==> src/rtl/axis_wait_buffer.sv <==
// Store-and-forward AXI-Stream gather: captures L words on start, then replays
// them P times to the master stream, flagging each pass end and completion.
module axis_wait_buffer #(
    parameter int unsigned WIDTH = 32,
    parameter int unsigned DEPTH = 8,
    parameter int unsigned LW    = $clog2(DEPTH + 1),
    parameter int unsigned RW    = 4
) (
    input  logic             clk,
    input  logic             rst,
    input  logic             ex_start,
    input  logic [LW-1:0]    len,
    input  logic [RW-1:0]    reps,
    input  logic [WIDTH-1:0] s_data,
    input  logic             s_valid,
    output logic             s_ready,
    output logic [WIDTH-1:0] m_data,
    output logic             m_valid,
    input  logic             m_ready,
    output logic             m_last,
    output logic             startAck,
    output logic             done,
    output logic             busy
);

    localparam int unsigned PW = $clog2(DEPTH);

    typedef enum logic [1:0] {
        IDLE  = 2'd0,
        FILL  = 2'd1,
        DRAIN = 2'd2,
        CLEAR = 2'd3
    } state_e;

    state_e          state_q;
    logic [PW-1:0]   wr_ptr_q;
    logic [PW-1:0]   rd_ptr_q;
    logic [RW-1:0]   pass_q;
    logic [PW-1:0]   last_idx_q;
    logic [RW-1:0]   last_pass_q;
    logic            startack_q;
    logic [WIDTH-1:0] mem_q [DEPTH];

    logic [LW-1:0]   len_eff_c;
    logic [PW-1:0]   last_idx_d;
    logic [RW-1:0]   last_pass_d;
    logic            start_ok_c;
    logic            wr_en_c;

    // Start-time terms: clamp len to DEPTH, treat reps=0 as a single pass
    always_comb begin
        len_eff_c   = (len > LW'(DEPTH)) ? LW'(DEPTH) : len;
        last_idx_d  = PW'(len_eff_c - LW'(1));
        last_pass_d = (reps == '0) ? '0 : reps - RW'(1);
        start_ok_c  = ex_start && (len != '0);
    end

    assign wr_en_c = (state_q == FILL) && s_valid;

    always_ff @(posedge clk) begin
        if (rst) begin
            state_q     <= IDLE;
            wr_ptr_q    <= '0;
            rd_ptr_q    <= '0;
            pass_q      <= '0;
            last_idx_q  <= '0;
            last_pass_q <= '0;
            startack_q  <= 1'b0;
        end else begin
            startack_q <= 1'b0;
            case (state_q)
                IDLE: begin
                    if (start_ok_c) begin
                        state_q     <= FILL;
                        last_idx_q  <= last_idx_d;
                        last_pass_q <= last_pass_d;
                        wr_ptr_q    <= '0;
                        rd_ptr_q    <= '0;
                        pass_q      <= '0;
                        startack_q  <= 1'b1;
                    end
                end
                FILL: begin
                    if (s_valid) begin
                        if (wr_ptr_q == last_idx_q) begin
                            wr_ptr_q <= '0;
                            state_q  <= DRAIN;
                        end else begin
                            wr_ptr_q <= wr_ptr_q + PW'(1);
                        end
                    end
                end
                DRAIN: begin
                    if (m_ready) begin
                        if (rd_ptr_q == last_idx_q) begin
                            rd_ptr_q <= '0;
                            if (pass_q == last_pass_q) begin
                                pass_q  <= '0;
                                state_q <= CLEAR;
                            end else begin
                                pass_q <= pass_q + RW'(1);
                            end
                        end else begin
                            rd_ptr_q <= rd_ptr_q + PW'(1);
                        end
                    end
                end
                CLEAR: begin
                    state_q  <= IDLE;
                    wr_ptr_q <= '0;
                    rd_ptr_q <= '0;
                    pass_q   <= '0;
                end
                default: state_q <= IDLE;
            endcase
        end
    end

    // Buffer storage is deliberately not reset
    always_ff @(posedge clk) begin
        if (!rst && wr_en_c) begin
            mem_q[wr_ptr_q] <= s_data;
        end
    end

    assign s_ready  = (state_q == FILL);
    assign m_valid  = (state_q == DRAIN);
    assign m_data   = m_valid ? mem_q[rd_ptr_q] : '0;
    assign m_last   = m_valid && (rd_ptr_q == last_idx_q);
    assign done     = (state_q == CLEAR);
    assign busy     = (state_q != IDLE);
    assign startAck = startack_q;

endmodule
==> config.mk <==
export PLATFORM = sky130hd
export DESIGN_NAME = axis_wait_buffer
export DESIGN_NICKNAME = d
export VERILOG_FILES = /design/src/rtl/axis_wait_buffer.sv
export SDC_FILE = /design/constraint.sdc
export NUM_CORES = 1
export LEC_CHECK = 0
export BUFFER_PORTS_ARGS = -buffer_cell sky130_fd_sc_hd__buf_2
export CORE_MARGIN = 2
export CORE_UTILIZATION = 29
export CTS_CLUSTER_DIAMETER = 150
export DETAILED_ROUTE_END_ITERATION = 12
export HOLD_SLACK_MARGIN = 0.03
export PLACE_DENSITY = 0.44
export SLEW_MARGIN = 20
export SYNTH_ARGS = -nofsm -noshare
export SYNTH_HDL_FRONTEND = slang
export SYNTH_SLANG_ARGS = --single-unit
==> constraint.sdc <==
create_clock -name clk -period 8.1 [get_ports clk]
set_clock_uncertainty 0.2 [all_clocks]
set_input_delay 0 -clock clk [delete_from_list [all_inputs] [get_ports clk]]
set_output_delay 0 -clock clk [all_outputs]
set_load 0.02 [all_outputs]
=== After elaboration in Yosys (flattened, before gate mapping) ===
Memory sizes are Yosys's and may differ from the RTL's. A register that Yosys moved wholly into a read port is not among the register bits.
Cells that the tools add are included.

* Memories: 1
* RAM bits: 256
* Logic and storage cells: 71
* Register bits: 20
* Output and inout bits: 38
* Bits of input ports: 45

* $lt $le $gt $ge: 1
* Reduce and logical (&&, ||, !) cells: 17
* Equal/unequal tests: 12
* $add $sub $neg: 5
* Bitwise gates (word level): 1
* Mux-type cells: 27

{| class="wikitable"
|+ Memories
! memory !! words !! width !! read ports !! clocked after Yosys merged registers in !! write ports !! RTL line !! text
|-
| mem_q || 8 || 32 || 1 || 1 || 1 || 42 || <nowiki>logic [WIDTH-1:0] mem_q [DEPTH];</nowiki>
|}

{| class="wikitable"
|+ Operator list
! operator !! number
|-
| $mux W32 || 1
|-
| $mux W3 || 8
|-
| $mux W4 || 5
|-
| $pmux W3 S3 || 2
|-
| $mux W2 || 6
|-
| $pmux W4 S3 || 1
|-
| $ne A2 B1 Y1 const B || 4
|-
| $pmux W2 S4 || 1
|-
| $add A3 B1 Y3 const B || 2
|-
| $eq A3 B3 Y1 || 2
|-
| $reduce_and A3 Y1 || 2
|-
| $reduce_and A6 Y1 || 1
|-
| $reduce_bool A3 Y1 || 2
|-
| $add A4 B1 Y4 const B || 1
|-
| $eq A2 B2 Y1 const B || 2
|-
| $eq A4 B4 Y1 || 1
|-
| $gt A4 B4 Y1 const B || 1
|-
| $logic_and A1 B1 Y1 || 4
|-
| $logic_not A4 Y1 || 1
|-
| $ne A2 B2 Y1 const B || 2
|-
| $reduce_and A4 Y1 || 1
|-
| $reduce_bool A4 Y1 || 1
|-
| $sub A4 B1 Y4 const B || 1
|-
| $mux W1 || 3
|-
| 8 further kinds || 8
|}

=== Logic depth before layout (Yosys ltp) ===
Gate-level depths: netlist of the first run.

* Word-level depth: 6
* Depth in mapped cells: 9
* Mapped depth without buffers: 7

=== Worst setup path after synthesis of the first run ===
OpenSTA, ideal clock, no wires.

* Path type: flip-flop to flip-flop
* Start point: register state_q[1]
* End point: memory mem_q[0][0], enable pin
* Buffers on the path: 0
* Stages on the path, launching flop included: 6
* Slack: 3.833 ns
* Library setup time: 0.461 ns
* Clock period less this slack: 4.267 ns
* Required time: 7.439 ns
* Data arrival time: 3.606 ns
* Cells stage by stage: dfxtp_1 > inv_1 > ha_1 > inv_1 > or4_1 > nor3_1

* Cells in the longest elaborated chain, start to end: 5

{| class="wikitable"
|+ Ends and longest elaborated chain
! element !! RTL line !! text
|-
| from (decl) || 35 || <nowiki>state_e state_q;</nowiki>
|-
| from (signal assigned) || 62 || <nowiki>state_q <= IDLE;</nowiki>
|-
| from (signal assigned) || 74 || <nowiki>state_q <= FILL;</nowiki>
|-
| from (signal assigned) || 87 || <nowiki>state_q <= DRAIN;</nowiki>
|-
| $eq A2 B1 Y1 || -- ||
|-
| net s_ready || 16 || <nowiki>output logic s_ready,</nowiki>
|-
| $logic_and A1 B1 Y1 || 58 || <nowiki>assign wr_en_c = (state_q == FILL) && s_valid;</nowiki>
|-
| $logic_and A1 B1 Y1 || 121 || <nowiki>if (!rst && wr_en_c) begin</nowiki>
|-
| $mux W1 || 121 ||
|-
| $mux W1 (not written as such) || 122 || <nowiki>mem_q[wr_ptr_q] <= s_data;</nowiki>
|-
| to (decl) || 42 ||
|}

The timed path passes the listed nets, and every way through them passes these cells.

=== Final worst setup path of the first run ===
* Start point: register state_q[0]
* End point: register last_pass_q[0]

* Cells in the longest elaborated chain, start to end: 2

{| class="wikitable"
|+ Ends and longest elaborated chain
! element !! RTL line !! text
|-
| $logic_not A2 Y1 || 71 || <nowiki>case (state_q)</nowiki>
|-
| $reduce_and A2 Y1 (no source line) || -- ||
|-
| to (signal assigned) || 76 || <nowiki>last_pass_q <= last_pass_d;</nowiki>
|-
| to (decl) || 40 || <nowiki>logic [RW-1:0] last_pass_q;</nowiki>
|}

Every way passes these cells.
A chain may end at the register's enable or synchronous reset.

==> results of run 1 <==
-- layout make-up --
| cell class | count | area [µm²] |
|---|---|---|
| inverters | 8 | 30.0 |
| fillers | 3464 | 23800 |
| flip-flops and latches | 279 | 8160 |
| well taps | 511 | 639 |
| repair buffers | 148 | 1040 |
| clock buffers | 44 | 910 |
| clock inverters | 17 | 199 |
| multi-input cells | 246 | 2820 |
-- per-layer routing --
metal / wire, µm / share of wire [%] / vias to the layer above / track usage (%)
met1: 11300 / 46 / 2931 / 17.1
met3: 829 / 3.4 / 40 / 2.21
met4: 466 / 1.9 / 0 / 3.45
met5: 0 / 0 / - / 0
met2: 12000 / 49 / 87 / 21.5
li1: - / - / 2566 / -
-- tightest hold or removal path, cell delays in order --
cell and delay (ns):
buf_2 0.09, o41ai_2 0.11, or2_2 0.41, nor2_1 0.11
-- through the flow --
stage	instance area, µm²	total power, W	utilization (%)	std cells	worst slack (ns)
2_1_floorplan	11100	0.00216	-	560	3.83
3_5_place_dp	12100	0.00235	32.3	1137	5.20
4_1_cts	13800	0.00389	36.7	1253	4.66
3_3_place_gp	12100	0.00234	32.3	1137	5.20
5_1_grt	13800	0.00400	36.7	1253	4.44
6_report	13800	0.00382	36.7	1253	4.62
-- repair_timing --
item,CTS,global route
setup endpoints to repair,0,0
endpoints found under the hold margin,279,0
hold buffers,55,0
-- sequential cells by signal (all words and copies together) (netlist names), named ones only --
name	cells
pass_q	4
last_idx_q	3
last_pass_q	4
state_q	2
rd_ptr_q	3
startAck	1
mem_q	256
wr_ptr_q	3
-- cells by family (layout without fill, tap and decap cells) --
family	Yosys count	count (layout)	synth area share (%)
AOI/OAI and AO/OA	27	27	1.71
xor gates and xnor gates	14	14	1.11
adders and majority gates	9	9	1.02
buffers and inverters	35	217	1.30
DFF	279	279	73.7
muxes	101	101	16.4
and+or+nand+nor	95	95	4.79
-- report_power, final --
part | internal, W | leakage (nW) | switching [W]
registers | 0.00161 | 2.49 | 0.0000660
logic | 0.000326 | 1.49 | 0.000332
clock network | 0.000922 | 0.539 | 0.000562
total | 0.00286 | 4.52 | 0.000960
-- synthesized netlist by cell type --
cell and number:
xor2_1 8, or3_1 1, a21oi_4 1, clkbuf_1 16, buf_4 1, a211oi_1 1, or2_2 1, a22o_1 1
a21o_2 1, o21ai_0 3, a221o_1 1, a21oi_2 1, nand2b_1 5, and2_1 1, buf_2 7, nand3b_1 3
or4b_2 1, nand2_1 10, mux4_2 64, o31ai_1 1, o211a_1 1, nor3_1 9, buf_1 3, a31oi_1 2
o41ai_2 1, edfxtp_1 256, inv_1 8, xnor2_1 6, a21o_1 1, nor4_1 2, ha_1 9, mux2_2 1
dfxtp_1 23, nand4_1 2, nor2b_1 35, mux2i_1 36, nor2_1 19, nand3_1 2, and2b_2 1, or4_1 1
nand4b_1 1, a21oi_1 12, or4b_4 1
-- worst paths after layout --
kind	from	to	slack, ns
worst max-delay path	state_q[0]	last_pass_q[0]	4.62
worst min-delay path	len[2]	startAck	0.07
worst max register to register	state_q[0]	last_pass_q[0]	4.62
worst min register to register	pass_q[3]	pass_q[3]	0.31
==> results by group, run 1 <==
Synthesis
  • Synth unique cells: 43
  • Yosys reg bits: 279
  • Average cell area after synthesis: 19.7 µm²
  • Synthesized net count: 614
  • Cells after Synth: 560
  • Register area share after synthesis: 73.7%
  • Area share of the largest cell type after synthesis: 69.5%
  • Synthesized area: 11100 µm²
  • Synth area leader: edfxtp_1
  • YS warnings: 0
  • Largest cells by area after synthesis: edfxtp_1, mux4_2, dfxtp_1

STA
  • # setup viols final: 0
  • F_max: 0.287 GHz
  • Final hold violations: 0
  • Slew @ Worst Pin: 1.03 ns
  • Final setup TNS: 0 ns
  • Slew Limit Fails: 0
  • Slew headroom: 31.3%
  • Minimum clock period: 3.48 ns
  • Unrepaired setup endpoints after global routing: no
  • Fin crit share: 43.0%
  • Minimum hold slack: 0.0652 ns

Die
  • Die area: 39700 µm²
  • Die width: 199 µm
  • Initial cell density of the core: 29.4%
  • Core ar.: 37600 µm²
  • Io pins: 83
  • Number of core rows: 71
  • Die extent in y: 199 µm

Worst setup path
  • Crit path max-delay family: buffers and inverters
  • Crit-path cells: inv_1 -> ha_1 -> inv_1 -> or2_2 -> nor3_1 -> dlygate4sd3_1 -> a21oi_1 -> dlygate4sd3_1 -> nor2_1 -> dlygate4sd3_1
  • R2R depth: 10
  • Worst setup EP type: flip-flop
  • Worst EP arrival: 3.72 ns
  • CP max-delay cell: dlygate4sd3_1
  • Worst EP required: 8.33 ns
  • WP buf/inv: 5
  • Critical path depth in cells: 10
  • Critical Path Fanout Max: 14
  • CP most frequent cell: dlygate4sd3_1
  • Startpoint Class: flip-flop
  • Kind of critical path: flip-flop to flip-flop
  • Peak per-stage delay on the critical path: 0.57 ns

Global route
  • GRT overflow: 0
  • Antenna violations before repair: 0
  • Aggregate global-route resource usage: 12.8%
  • Number of global-route vias before repair: 6126
  • Global-route wire length before repair: 37500 µm
  • Pin count of the biggest net entering global routing: 65

Final layout
  • Commonest non-fill, non-tap cell in the layout: edfxtp_1
  • Layout cells sized above 1: 30.1%
  • Nets: 771
  • # diodes: 0
  • Area Growth Syn to Fin: 24.8%
  • Commonest cells after routing, fill and taps aside: edfxtp_1, buf_2, mux4_2

Run
  • Max_cap viols: 0

Hold path
  • Min-Delay Path Depth: 4
  • Tightest Hold Check Type: input port to flip-flop

Clock tree
  • CTS resizes: 0
  • TritonCTS Sinks: 279
  • TritonCTS clock tree: done
  • Clk root buf: clkbuf_16
  • Postcts setup bufs: 0
  • Clk_lat worst skew: 0.50 ns
  • Clock Path Buffers: 3
  • H-tree levels: 2
  • Clock slew at reported path FFs: 0.06 ns
  • Num CTS Buffers: 34

Run status
  • Status: complete, no violations

Place
  • GPL Wtd Cong: 0.649
  • Dpl hpwl: 13000 µm
  • PortBufs: 82

Routing
  • Final ANT Viol Nets: 0
  • Number of remaining DRC errors: 0
  • Wire per inst: 19.6 µm
  • Detailed Route WL: 24600 µm
  • First-pass iteration count of the detailed router: 4
  • Via/cell ratio: 4.49
  • First DRT Iteration DRCs: 257
  • Total number of vias: 5624

Pwr
  • Leakage power: 4.52 nW
  • Peak supply drop: 165 µV
  • P per Cell Area: 277 nW/µm²
Note: power is estimated with default switching activity, not from simulation.
==> run 2, diff against run 1 <==
==> constraint.sdc (replaced) <==
create_clock -name clk -period 3.4 [get_ports clk]
set_clock_uncertainty 0.2 [all_clocks]
set_input_delay 0 -clock clk [delete_from_list [all_inputs] [get_ports clk]]
set_output_delay 0 -clock clk [all_outputs]
set_load 0.02 [all_outputs]
==> results by group, run 2 (synthesis gave the netlist of run 1 again) <==
Die
  • Core ar.: 37600 µm² (unchanged)
  • Initial cell density of the core: 29.4% (unchanged)
  • Die area: 39700 µm² (unchanged)
  • Die extent in y: 199 µm (unchanged)
  • Number of core rows: 71 (unchanged)
  • Io pins: 83 (unchanged)
  • Die width: 199 µm (unchanged)

Place
  • GPL Wtd Cong: 0.708 (+9.1%)
  • Dpl hpwl: 14800 µm (+14%)
  • PortBufs: 82 (unchanged)

Clock tree
  • Clock Path Buffers: 3 (unchanged)
  • Clock slew at reported path FFs: 0.06 ns (about the same)
  • Clk_lat worst skew: 0.55 ns (+0.05 ns)
  • Postcts setup bufs: 0 (unchanged)
  • TritonCTS clock tree: done
  • H-tree levels: 1 (-1)
  • TritonCTS Sinks: 279 (unchanged)
  • Clk root buf: clkbuf_16
  • Num CTS Buffers: 31 (-8.8%)

STA
  • Minimum clock period: 3.14 ns
  • # setup viols final: 0 (unchanged)
  • Unrepaired setup endpoints after global routing: no
  • Fin crit share: 92.4%
  • Slew headroom: 38.2% (+6.9 points)
  • Final setup TNS: 0 ns (unchanged)
  • F_max: 0.318 GHz
  • Final hold violations: 0 (unchanged)
  • Slew Limit Fails: 0 (unchanged)
  • Slew @ Worst Pin: 0.927 ns (-0.103 ns)

Final layout
  • Biggest register: mem_q
  • Nets: 778 (+0.91%)
  • Area Growth Syn to Fin: 25.1%
  • # diodes: 0 (unchanged)
  • Layout cells sized above 1: 30.8% (+0.74 points)
  • Area occupied by multi-input gates: 2850 µm² (+0.93%)
  • Layout fillers: 3510 (+1.3%)
  • Commonest non-fill, non-tap cell in the layout: edfxtp_1
  • Largest register FFs: 256 (unchanged)
  • Register area: 8160 µm² (unchanged)
  • Biggest regs: mem_q (256), last_pass_q (4), pass_q (4)
  • Commonest cells after routing, fill and taps aside: edfxtp_1, buf_2, mux4_2

Worst setup path
  • Startpoint Class: input port
  • Worst EP arrival: 3.37 ns (-0.35 ns)
  • Worst EP required: 3.63 ns (-4.70 ns)
  • Worst setup EP type: flip-flop
  • Worst Setup EP: last_pass_q[2]
  • FF-to-FF End: last_pass_q[1]
  • Kind of critical path: input port to flip-flop
  • R2r setup slk: 0.54 ns (-4.08 ns)
  • R2R depth: 9 (-1)
  • Critical Path Fanout Max: 14 (unchanged)
  • Reg-to-Reg Start: state_q[0]
  • Critical path startpoint: len[3]

Global route
  • Global-route wire length before repair: 37000 µm (-1.3%)
  • Aggregate global-route resource usage: 12.4% (-0.36 points)
  • Number of global-route vias before repair: 6267 (+2.3%)
  • GRT overflow: 0 (unchanged)
  • Antenna violations before repair: 1 (+1)
  • Pin count of the biggest net entering global routing: 48 (-26%)

Routing
  • Number of remaining DRC errors: 0 (unchanged)
  • Top Layer Used: met5
  • Final ANT Viol Nets: 0 (unchanged)
  • First-pass iteration count of the detailed router: 4 (unchanged)
  • Wire per inst: 19.3 µm (-1.9%)
  • Met1 WL: 10900 µm (-3.3%)
  • Total number of vias: 5697 (+1.3%)
  • First DRT Iteration DRCs: 319 (+24%)
  • Met3 WL: 933 µm (+13%)
  • Detailed Route WL: 24200 µm (-1.5%)
  • Met2 wire length: 11800 µm (-1.5%)
  • Via/cell ratio: 4.53 (+0.90%)

Pwr
  • Clock power frac: 36.4% (-2.5 points)
  • Peak supply drop: 414 µV (+150%)
  • Sw Ratio: 25.7% (+0.52 points)
  • Switch Pwr: 0.00228 W (+140%)
  • Leakage power: 4.53 nW (+0.22%)
  • P per Cell Area: 643 nW/µm² (+130%)
  • Seq pwr share: 44.7% (+0.8 points)
  • P_int: 0.00661 W (+130%)
  • Pwr Total: 0.00890 W (+130%)
  • Comb power frac: 18.9% (+1.7 points)

Run status
  • Status: complete, no violations

Hold path
  • Tightest Hold Check Type: input port to flip-flop

Run
  • Max_cap viols: 0 (unchanged)
run 2: cell count changes in the layout (fill, tap and decap cells not counted), moves of 2 or more:
cell,previous run,this run
clkbuf_8,0,2
clkinv_2,4,7
dlygate4sd3_1,55,58
buf_12,0,3
clkinv_8,2,0
clkinv_1,7,5
nor3_4,0,2
nor3_2,2,0
clkbuf_1,9,6
buf_4,11,15
clkbuf_16,35,31
run 2: cell type report:
type	instances	area share, %
flip-flops and latches	279	58.9
clock buffers	39	5.97
well taps	511	4.62
multi-input cells	246	20.6
inverters	8	0.217
clock inverters	17	1.24
repair buffers	158	8.41
run 2: critical path: stages:
cell and delay (ns):
dlygate4sd3_1 0.54, buf_2 0.16, o41ai_4 0.41, dlygate4sd3_1 0.67
or2_4 0.23, a21oi_1 0.06, dlygate4sd3_1 0.56, a21oi_1 0.12
dlygate4sd3_1 0.57, nor2_1 0.04
run 2: metal layers:
metal / GRT usage, % / vias up
li1: - / 2577
met1: 16.3 / 2965
met2: 21.4 / 114
met3: 1.81 / 39
met4: 3.68 / 2
met5: 0 / -
run 2: how the worst min path moves through the flow:
stage	from	endpoint	slack, ns	depth (start not counted)
floorplan	s_data[0]	mem_q[0][0]	-0.10	0
CTS	s_data[13]	mem_q[6][13]	0.04	2
global placement	s_data[31]	mem_q[3][31]	0.07	1
global route	s_data[7]	mem_q[5][7]	0.06	2
detailed placement	s_data[14]	mem_q[7][14]	0.08	1
finish	s_data[14]	mem_q[4][14]	0.06	2
run 2: timing repair:
action                                  4_1_cts  5_1_grt
endpoints found under the setup margin        0        4
gates resized for setup                       0        2
hold endpoints to repair                    279        0
hold buffers                                 58        0
run 2: power by group through the flow:
stage / clock [W] / combinational (W) / sequential [W]
CTS: 0.00335 / 0.00172 / 0.00399
detailed placement: 0 / 0.00162 / 0.00406
floorplan: 0 / 0.00122 / 0.00394
global placement: 0 / 0.00159 / 0.00405
finish: 0.00323 / 0.00168 / 0.00398
global route: 0.00348 / 0.00184 / 0.00400
run 2: through the flow:
step	hold slack, ns	util [%]	instances	setup slack, ns	area [µm²]
global placement	0.0678	32.6	1144	0.716	12200
global route	0.0620	36.8	1258	0.0897	13800
detailed placement	0.0757	32.6	1144	0.646	12200
finish	0.0557	36.8	1258	0.260	13800
floorplan	-0.101	-	560	0.000548	11100
CTS	0.0352	36.8	1258	0.142	13800
==> run 3, diff against run 2 <==
--- a/config.mk
+++ b/config.mk
@@ -5,7 +5,7 @@
 export SDC_FILE = /design/constraint.sdc
 export NUM_CORES = 1
 export LEC_CHECK = 0
-export BUFFER_PORTS_ARGS = -buffer_cell sky130_fd_sc_hd__buf_2
+export BUFFER_PORTS_ARGS = -buffer_cell sky130_fd_sc_hd__buf_4
 export CORE_MARGIN = 2
 export CORE_UTILIZATION = 29
 export CTS_CLUSTER_DIAMETER = 150
==> results by group, run 3 (synthesis gave the netlist of run 1 again) <==
Run status
  • Status: complete, no violations

Worst setup path
  • Startpoint Class: input port
  • Worst EP required: 3.62 ns (about the same)
  • WP buf/inv: 5 (unchanged)
  • Peak per-stage delay on the critical path: 0.66 ns (about the same)
  • Crit-path cells: dlygate4sd3_1 -> buf_4 -> o41ai_4 -> dlygate4sd3_1 -> or2_2 -> a21oi_1 -> dlygate4sd3_1 -> a21oi_1 -> dlygate4sd3_1 -> nor2_1
  • Crit path max-delay family: buffers and inverters
  • CP most frequent cell: dlygate4sd3_1
  • Kind of critical path: input port to flip-flop
  • Critical Path Fanout Max: 14 (unchanged)
  • Worst setup EP type: flip-flop
  • Worst EP arrival: 3.41 ns (+0.04 ns)
  • CP max-delay cell: dlygate4sd3_1

Pwr
  • Peak supply drop: 484 µV (+17%)
  • P per Cell Area: 637 nW/µm² (-0.99%)
  • Leakage power: 4.60 nW (+1.6%)

Final layout
  • Area Growth Syn to Fin: 28.0%
  • Biggest regs: mem_q (256), last_pass_q (4), pass_q (4)
  • Fin cells: 1267 (+0.72%)
  • Commonest non-fill, non-tap cell in the layout: edfxtp_1
  • Nets: 787 (+1.2%)
  • Layout cells sized above 1: 30.0% (-0.76 points)
  • Largest register FFs: 256 (unchanged)
  • Biggest register: mem_q
  • Commonest cells after routing, fill and taps aside: edfxtp_1, buf_4, dlygate4sd3_1
  • # diodes: 0 (unchanged)

Global route
  • Pin count of the biggest net entering global routing: 39 (-19%)
  • GRT overflow: 0 (unchanged)
  • Antenna violations before repair: 0 (-1)
  • Number of global-route vias before repair: 6156 (-1.8%)
  • Aggregate global-route resource usage: 12.4% (-0.047 points)
  • Global-route wire length before repair: 37000 µm (about the same)

Die
  • Number of core rows: 71 (unchanged)
  • Die extent in y: 199 µm (unchanged)
  • Core ar.: 37600 µm² (unchanged)
  • Initial cell density of the core: 29.4% (unchanged)
  • Die area: 39700 µm² (unchanged)
  • Io pins: 83 (unchanged)
  • Die width: 199 µm (unchanged)

STA
  • Minimum clock period: 3.19 ns (+0.0545 ns)
  • Worst Setup Slack, final: 0.205 ns (-0.0545 ns)
  • Final setup TNS: 0 ns (unchanged)
  • Slew Limit Fails: 0 (unchanged)
  • Minimum hold slack: 0.0482 ns (-0.00750 ns)
  • Final hold violations: 0 (unchanged)
  • Fin crit share: 94.0% (+1.6 points)
  • Unrepaired setup endpoints after global routing: no
  • Slew headroom: 38.3% (+0.14 points)
  • # setup viols final: 0 (unchanged)
  • F_max: 0.313 GHz (-1.7%)
  • Slew @ Worst Pin: 0.925 ns (-0.00204 ns)

Clock tree
  • Num CTS Buffers: 31 (unchanged)
  • Postcts setup bufs: 0 (unchanged)
  • Clock Path Buffers: 3 (unchanged)
  • Clk root buf: clkbuf_16
  • TritonCTS Sinks: 279 (unchanged)
  • TritonCTS clock tree: done
  • Clk_lat worst skew: 0.53 ns (-0.02 ns)
  • Clock slew at reported path FFs: 0.06 ns (about the same)
  • H-tree levels: 1 (unchanged)

Place
  • GPL Wtd Cong: 0.695 (-1.9%)
  • Dpl hpwl: 14800 µm (-0.20%)
  • Number of instances in the placed design: 1143 (-0.087%)
  • Place WS: 0.641 ns (-0.00501 ns)
  • PortBufs: 82 (unchanged)

Routing
  • Total number of vias: 5652 (-0.79%)
  • First DRT Iteration DRCs: 254 (-20%)
  • Via/cell ratio: 4.46 (-1.5%)
  • Met3 WL: 798 µm (-14%)
  • Detailed Route WL: 24300 µm (+0.34%)
  • Met2 wire length: 11900 µm (+0.58%)
  • Top Layer Used: met4
  • Final ANT Viol Nets: 0 (unchanged)
  • First-pass iteration count of the detailed router: 4 (unchanged)
  • Wire per inst: 19.2 µm (-0.37%)
  • Number of remaining DRC errors: 0 (unchanged)
  • Met1 WL: 11100 µm (+1.6%)

Run
  • Max_cap viols: 0 (unchanged)

Hold path
  • Tightest Hold Check Type: input port to flip-flop
[run 3: cell count changes in the layout (fill, tap and decap cells not counted), sizes merged]
cell         delta
clkinvlp        -1
clkinv          -2
dlygate4sd3    +10
buf             -1
clkbuf          +3
[run 3: what timing repair did]
| action | in CTS | in global routing |
|---|---|---|
| hold endpoints to repair | 279 | 0 |
| hold buffers | 68 | 0 |
| gates resized for setup | 0 | 1 |
| endpoints found under the setup margin | 0 | 2 |
[run 3: worst register-to-register path, stage by stage (launching register included)]
cell           delay [ns]
dfxtp_1              0.34
inv_1                0.13
ha_1                 0.22
inv_1                0.11
or2_2                0.43
a21oi_1              0.16
dlygate4sd3_1        0.58
a21oi_1              0.05
dlygate4sd3_1        0.57
nor2_1               0.08
[run 3: path summary, 6_finish.rpt]
path,start,end,slack (ns),depth (start not counted)
worst max-delay path,len[1],last_pass_q[2],0.21,10
worst min-delay path,s_data[22],mem_q[6][22],0.05,2
worst max register to register,state_q[0],last_pass_q[2],0.46,9
worst min register to register,pass_q[3],pass_q[3],0.30,2
[run 3: metal layers]
layer / track usage, % / up-vias
met2: 21.0 / 100
met3: 1.79 / 35
met1: 16.8 / 2928
met4: 3.12 / 0
met5: 0 / -
li1: - / 2589
[run 3: metrics by stage]
stage	power [W]	util, %	cell area, µm²
2_1_floorplan	0.00516	-	11100
3_3_place_gp	0.00572	33.1	12500
3_5_place_dp	0.00575	33.1	12500
4_1_cts	0.00915	37.6	14100
5_1_grt	0.00943	37.7	14100
6_report	0.00901	37.7	14100
[run 3: layout make-up]
class                      count  area (µm²)
timing repair buffer         167        1470
sequential                   279        8160
tap                          511         639
clock inverter                14         145
fill                        3466       23400
clock buffer                  42         857
multi-input combinational    246        2850
inverter                       8        30.0
[run 3: where the power goes]
group / internal, W / switching, W / leakage [nW]
sequential: 0.00383 / 0.000145 / 2.49
clock: 0.00198 / 0.00129 / 0.491
combinational: 0.000916 / 0.000844 / 1.62
total: 0.00673 / 0.00228 / 4.60
